### src/rtl/decrypt_message.sv
// RC4 keystream generation / decryption stage.
// Continues swapping the S array left in s_mem by the key schedule, reads
// MSG_LENGTH encrypted bytes from the message ROM and writes the decrypted
// bytes to the result RAM. All memories are synchronous read; each read uses
// a SET (drive address), WAIT (hold) and GET (sample q) state.
module decrypt_message #(
    parameter int unsigned MSG_LENGTH = 32,
    parameter int unsigned ADDR_W     = 8
) (
    input  logic              clk,
    input  logic              reset,
    input  logic              start_flag,
    output logic              done_flag,
    output logic [ADDR_W-1:0] s_address,
    output logic [7:0]        s_data_in,
    input  logic [7:0]        s_data_out,
    output logic              s_wren,
    output logic [ADDR_W-1:0] rom_address,
    input  logic [7:0]        rom_data_out,
    output logic [ADDR_W-1:0] ram_address,
    output logic [7:0]        ram_data_in,
    output logic              ram_wren
);

    localparam logic [7:0] K_LAST = 8'(MSG_LENGTH - 1);

    typedef enum logic [3:0] {
        IDLE,
        SET_I,
        WAIT_I,
        GET_I,
        SET_J,
        WAIT_J,
        GET_J,
        WRITE_I,
        WRITE_J,
        SET_F,
        WAIT_F,
        GET_F,
        WRITE_OUT,
        INC,
        DONE
    } state_t;

    state_t     state, next_state;
    logic [7:0] i, j, k;
    logic [7:0] si, sj, f;
    logic [7:0] rom_byte;
    logic [7:0] f_index;

    // S[i] + S[j] wraps mod 256 to form the keystream lookup address
    assign f_index = si + sj;

    // State register
    always_ff @(posedge clk) begin
        if (reset) begin
            state <= IDLE;
        end else begin
            state <= next_state;
        end
    end

    // Datapath registers: indices, captured S values, keystream byte, ROM byte
    always_ff @(posedge clk) begin
        if (reset) begin
            i        <= 8'd1;
            j        <= '0;
            k        <= '0;
            si       <= '0;
            sj       <= '0;
            f        <= '0;
            rom_byte <= '0;
        end else begin
            case (state)
                IDLE: begin
                    if (start_flag) begin
                        i <= 8'd1;
                        j <= '0;
                        k <= '0;
                    end
                end
                GET_I: begin
                    si <= s_data_out;
                    j  <= j + s_data_out;
                end
                GET_J: begin
                    sj <= s_data_out;
                end
                GET_F: begin
                    f        <= s_data_out;
                    rom_byte <= rom_data_out;
                end
                INC: begin
                    if (k != K_LAST) begin
                        k <= k + 8'd1;
                        i <= i + 8'd1;
                    end
                end
                default: begin
                end
            endcase
        end
    end

    // Next-state logic: fixed 13-state sequence per message byte
    always_comb begin
        next_state = state;
        case (state)
            IDLE:      if (start_flag) next_state = SET_I;
            SET_I:     next_state = WAIT_I;
            WAIT_I:    next_state = GET_I;
            GET_I:     next_state = SET_J;
            SET_J:     next_state = WAIT_J;
            WAIT_J:    next_state = GET_J;
            GET_J:     next_state = WRITE_I;
            WRITE_I:   next_state = WRITE_J;
            WRITE_J:   next_state = SET_F;
            SET_F:     next_state = WAIT_F;
            WAIT_F:    next_state = GET_F;
            GET_F:     next_state = WRITE_OUT;
            WRITE_OUT: next_state = INC;
            INC:       next_state = (k == K_LAST) ? DONE : SET_I;
            DONE:      if (!start_flag) next_state = IDLE;
            default:   next_state = IDLE;
        endcase
    end

    // Moore outputs decoded from state and registers only
    always_comb begin
        done_flag   = 1'b0;
        s_address   = '0;
        s_data_in   = '0;
        s_wren      = 1'b0;
        rom_address = '0;
        ram_address = '0;
        ram_data_in = '0;
        ram_wren    = 1'b0;
        case (state)
            SET_I, WAIT_I: begin
                s_address = ADDR_W'(i);
            end
            SET_J, WAIT_J: begin
                s_address = ADDR_W'(j);
            end
            WRITE_I: begin
                s_address = ADDR_W'(i);
                s_data_in = sj;
                s_wren    = 1'b1;
            end
            WRITE_J: begin
                s_address = ADDR_W'(j);
                s_data_in = si;
                s_wren    = 1'b1;
            end
            SET_F, WAIT_F: begin
                s_address   = ADDR_W'(f_index);
                rom_address = ADDR_W'(k);
            end
            WRITE_OUT: begin
                ram_address = ADDR_W'(k);
                ram_data_in = f ^ rom_byte;
                ram_wren    = 1'b1;
            end
            DONE: begin
                done_flag = 1'b1;
            end
            default: begin
            end
        endcase
    end

endmodule
### config.mk
export PLATFORM = sky130hd
export DESIGN_NAME = decrypt_message
export DESIGN_NICKNAME = d
export VERILOG_FILES = /design/src/rtl/decrypt_message.sv
export SDC_FILE = /design/constraint.sdc
export NUM_CORES = 1
export LEC_CHECK = 0
export ABC_CLOCK_PERIOD_IN_PS = 3100
export CAP_MARGIN = 20
export CORE_UTILIZATION = 45
export DETAILED_ROUTE_END_ITERATION = 8
export GPL_TIMING_DRIVEN = 0
export PLACE_DENSITY = 0.79
export SKIP_CTS_REPAIR_TIMING = 1
export SLEW_MARGIN = 20
export SYNTH_ARGS = -nofsm -noshare
export SYNTH_HDL_FRONTEND = slang
export SYNTH_SLANG_ARGS = --single-unit
### constraint.sdc
create_clock -name clk -period 3.1 [get_ports clk]
set_clock_uncertainty 0.2 [all_clocks]
set_input_delay 0.775 -clock clk [delete_from_list [all_inputs] [get_ports clk]]
set_output_delay 0.775 -clock clk [all_outputs]
set_load 0.05 [all_outputs]
Word-level counts from Yosys, hierarchy flattened
Index checks and enable logic that the tools add are counted.
{ "word_totals": {"word_cells": 61, "input_bits": 19, "output_inout_bits": 43, "reg_bits": 60} }
{ "classes": {"n_addsub": 4, "muxes": 19, "reduce_logical": 10, "n_eq_ne": 19, "bitwise": 1} }
{ "op_table": {"columns": ["operator", "n"], "rows": [
  ["one-hot mux 8 bit (2 select lines)", 4],
  ["one-hot mux 4 bit (15 select lines)", 1],
  ["2-to-1 mux 8 bit", 7],
  ["== test 4 bit (second input constant)", 7],
  ["one-hot mux 8 bit (3 select lines)", 1],
  ["adder 8 x 1 -> 8 bit (second input constant)", 2],
  ["adder 8 bit", 2],
  ["== test 4 x 3 -> 1 bit (second input constant)", 4],
  ["2-to-1 mux 4 bit", 3],
  ["== test 4 x 2 -> 1 bit (second input constant)", 2],
  ["== test 8 x 5 -> 1 bit (second input constant)", 1],
  ["inequality test 8 x 5 -> 1 bit (second input constant)", 1],
  ["bitwise XOR 8 bit", 1],
  ["inequality test 2 bit (second input constant)", 3],
  ["OR reduction 3 bit", 2],
  ["== test 4 x 1 -> 1 bit (second input constant)", 1],
  ["logical NOT 4 bit", 1],
  ["AND reduction 2 bit", 2],
  ["nonzero test 2 bit", 2],
  ["OR reduction 2 bit", 2],
  ["2-to-1 mux 1 bit", 3],
  ["AND reduction 3 bit", 1]
]} }

Longest topological paths before layout
{ "logic_depth": {"ltp_word": 3, "ltp_mapped": 7, "depth_no_buf": 7} }

Worst setup path before layout
OpenSTA, ideal clock, no wires.
{ "synth_path": {"path_type": "flip-flop to output port", "from": "register si[0]", "to": "output s_address[6]", "setup_slack_ps": -594, "n_path_buf": 0, "path_stages_with_launch": 8, "required_time_ps": 2125, "arrival_time_ps": 2719, "path_cell_list": "dfxtp_1 > ha_1 > fa_1 > a21oi_1 > o21ai_0 > a2111oi_0 > a31oi_1 > o21ai_0"} }
{ "synth_via": {"elab_chain_len": 2} }
{ "synth_lines": {"columns": ["item", "line", "source"], "rows": [
  ["from (decl)", "47", "logic [7:0] si, sj, f;"],
  ["from (signal assigned)", "83", "si <= s_data_out;"],
  ["adder 8 bit", "52", "assign f_index = si + sj;"],
  ["one-hot mux 8 bit (3 select lines)", "138", "case (state)"],
  ["to (decl)", "14", "output logic [ADDR_W-1:0] s_address,"]
]} }
No other way between the ends.

Worst setup path after layout
Ends and elaborated chain as after synthesis.

==> run metrics <==
outcome=finished, violations left; violated checks=negative setup slack; HPWL Detailed=roughly 7000 um; highest clock rate=just under 300 MHz; R2R cell count=7; Clock Path Buffers=2; sequential share of the synthesized area=about a third; Gate Count Post-Synth=439; Syn. warnings=0; final std cells w/o fill=~620; Synth async-reset ratio=0%; CTS Buf Count=9; Crit Path Class=reg -> out; maxcap violations=0; Synth Flop Type=dfxtp_1; starting density of the core=between 40% and 50%; Startpoint Class=register; Layout area overhead=28.2%; Hold EP=rom_byte[4]$_SDFFE_PP0P_; Placer Congestion=approximately 0.98; CTS tree=yes; I/O Pins=62; placed insts=598; Cell Pwr Density=between 300 and 400 mW/mm^2; Seq cells post-synth=60; global-route wire length before repair=between 15000 and 20000 um; Leak Pwr=between 1.5 and 2 nW; chip width=~90 um; most common cell after layout, fill and taps aside=nand2_1; Worst-path clk slew=roughly 0.080 ns; Routed Antenna Nets=0; Worst EP arrival=around 2.4 ns; most frequent cells in the layout=nand2_1, dfxtp_1, a21oi_1; RSZ-0062 raised after global routing=yes; Via Count=3487; crit path time final=between 3 and 4 ns; syn avg cell area=~7.9 um^2; RR Startpoint=j[0]$_SDFFE_PP0P_; WP data required=roughly 2.1 ns; port bufs=60; core area=about 0.0074 mm^2; Hold Path Stages=2; initial antenna violation count=0; Cell Area, Synth=roughly 0.0035 mm^2; drt via density=around 5.7; worst relative slew slack=a little over half; Crit Path Max Fanout=3; Post-Syn Nets=between 400 and 500; clk sink count=60; post-DR wirelength/cell=16.4 um; Row Count=31; FF-to-FF End=j[6]$_SDFFE_PP0P_; remaining global-route overflow=0; largest net degree at the start of global routing=13; Critical Path Sink Type=output pin; clk_lat worst skew=0.36 ns; die area=between 0.008 and 0.009 mm^2; GRT Util Overall=24.2%; Tightest Pin Transition=between 0.6 and 0.7 ns; Worst R2R Setup Slack=approximately 0.94 ns; DRC Markers=0; Hold Crit Start=rom_byte[4]$_SDFFE_PP0P_; diodes inserted=0; fin util=about three fifths; clock root buffer=clkbuf_8; Hold Vio Cnt, Final=0; Peak supply drop=between 0.2 and 0.25 mV; share of layout cells above drive strength 1=between 10% and 20%; Post-synth EDFFs=0; vias in the first global route=3224; worst hold path class=reg -> reg; worst setup margin=-0.272 ns; Detailed Route WL=slightly above 10000 um; final period utilization=109%; Fillers=~650; 1st-pass router iterations=6; H-Tree Depth=3; Final nets=between 500 and 600; Iter 0 DRT Violations=between 200 and 300; final slew viol count=0; hold_ws=between 0.2 and 0.3 ns; post-synth cell types=between 40 and 50; final setup violating endpoints=3; Die Y-Extent=between 80 and 90 um
-- critical path: stages, from the launching register on --
cell and delay [ns]:
dfxtp_2 0.33, ha_2 0.20, fa_2 0.36, a21oi_2 0.15, o21ai_2 0.10, a2111oi_2 0.37, a31oi_1 0.10, o21ai_1 0.22
buf_6 0.19
-- state kept, by name, summed over array words and instances (netlist names) --
signal / cells
f: 8
i: 8
j: 8
k: 8
rom_byte: 8
si: 8
sj: 8
state: 4
-- cells in the mapped netlist, drive strengths merged, types with 6 or more instances --
| cell type | n | area (um^2) |
|---|---|---|
| a21oi | 57 | 285 |
| dfxtp | 60 | 1200 |
| nand2 | 87 | 327 |
| and3 | 9 | 56.3 |
| a22o | 8 | 70.1 |
| a211oi | 7 | 67.6 |
| nand2b | 6 | 37.5 |
| xnor2 | 22 | 193 |
| nor2 | 35 | 139 |
| xor2 | 7 | 61.3 |
| inv | 8 | 30.0 |
| clkbuf | 11 | 41.3 |
| buf | 8 | 51.3 |
| ha | 16 | 200 |
| nand3 | 18 | 108 |
| and2 | 9 | 56.3 |
| o21ai | 15 | 75.1 |
-- layer usage --
layer  global-route usage [%]  vias up  share of wire, %
met1                     32.5     1644                44
li1                         -     1700                 -
met2                     39.2      129                48
met3                     3.30       14               6.2
met4                     9.95        0               1.7
met5                        0        -                 0
-- kinds of logic after synthesis --
logic type / count (synthesis) / share of synthesized area [%]
and+or+nand+nor: 184 / 25.0
muxes: 4 / 1.26
AOI/OAI and AO/OA: 117 / 21.5
adders and majority gates: 18 / 6.90
buffers and inverters: 27 / 3.52
DFF: 60 / 34.5
xor gates and xnor gates: 29 / 7.30
-- layout make-up --
class / instances / area [um^2] / area share [%]
multi-input cells: 352 / 2230 / 49.9
flip-flops and latches: 60 / 1200 / 27.0
repair buffers: 62 / 573 / 12.9
clock buffers: 9 / 124 / 2.78
well taps: 99 / 124 / 2.78
plain buffers: 19 / 101 / 2.27
clock inverters: 7 / 75.1 / 1.68
inverters: 8 / 30.0 / 0.673
-- how the worst max path moves through the flow --
stage	start	end	slack, ns	cells after the start
2_1_floorplan	si[0]$_SDFFE_PP0P_	s_address[6]	-0.22	7
3_3_place_gp	si[0]$_SDFFE_PP0P_	s_address[6]	-0.60	8
3_5_place_dp	si[0]$_SDFFE_PP0P_	s_address[6]	-0.68	8
4_1_cts	si[0]$_SDFFE_PP0P_	s_address[6]	-1.09	8
5_1_grt	si[0]$_SDFFE_PP0P_	s_address[6]	-0.37	8
6_report	si[0]$_SDFFE_PP0P_	s_address[6]	-0.27	8
-- report_power, final --
| part | internal (W) | switching, W | leakage [nW] |
|---|---|---|---|
| clock network | 0.000375 | 0.000353 | 0.104 |
| registers | 0.000781 | 0.0000118 | 0.485 |
| logic | 0.0000844 | 0.000151 | 1.38 |
| total | 0.00124 | 0.000516 | 1.97 |
-- stage by stage --
step	worst slack, ns	area, um^2	TNS [ns]	total power [W]
6_report	-0.272	4460	-0.374	0.00176
5_1_grt	-0.367	4460	-0.716	0.00182
4_1_cts	-1.09	4410	-23.87	0.00174
3_5_place_dp	-0.683	4210	-7.56	0.00102
3_3_place_gp	-0.596	4200	-7.47	0.00101
2_1_floorplan	-0.220	3480	-0.220	0.000941
Power figures use the tool's default switching activity.
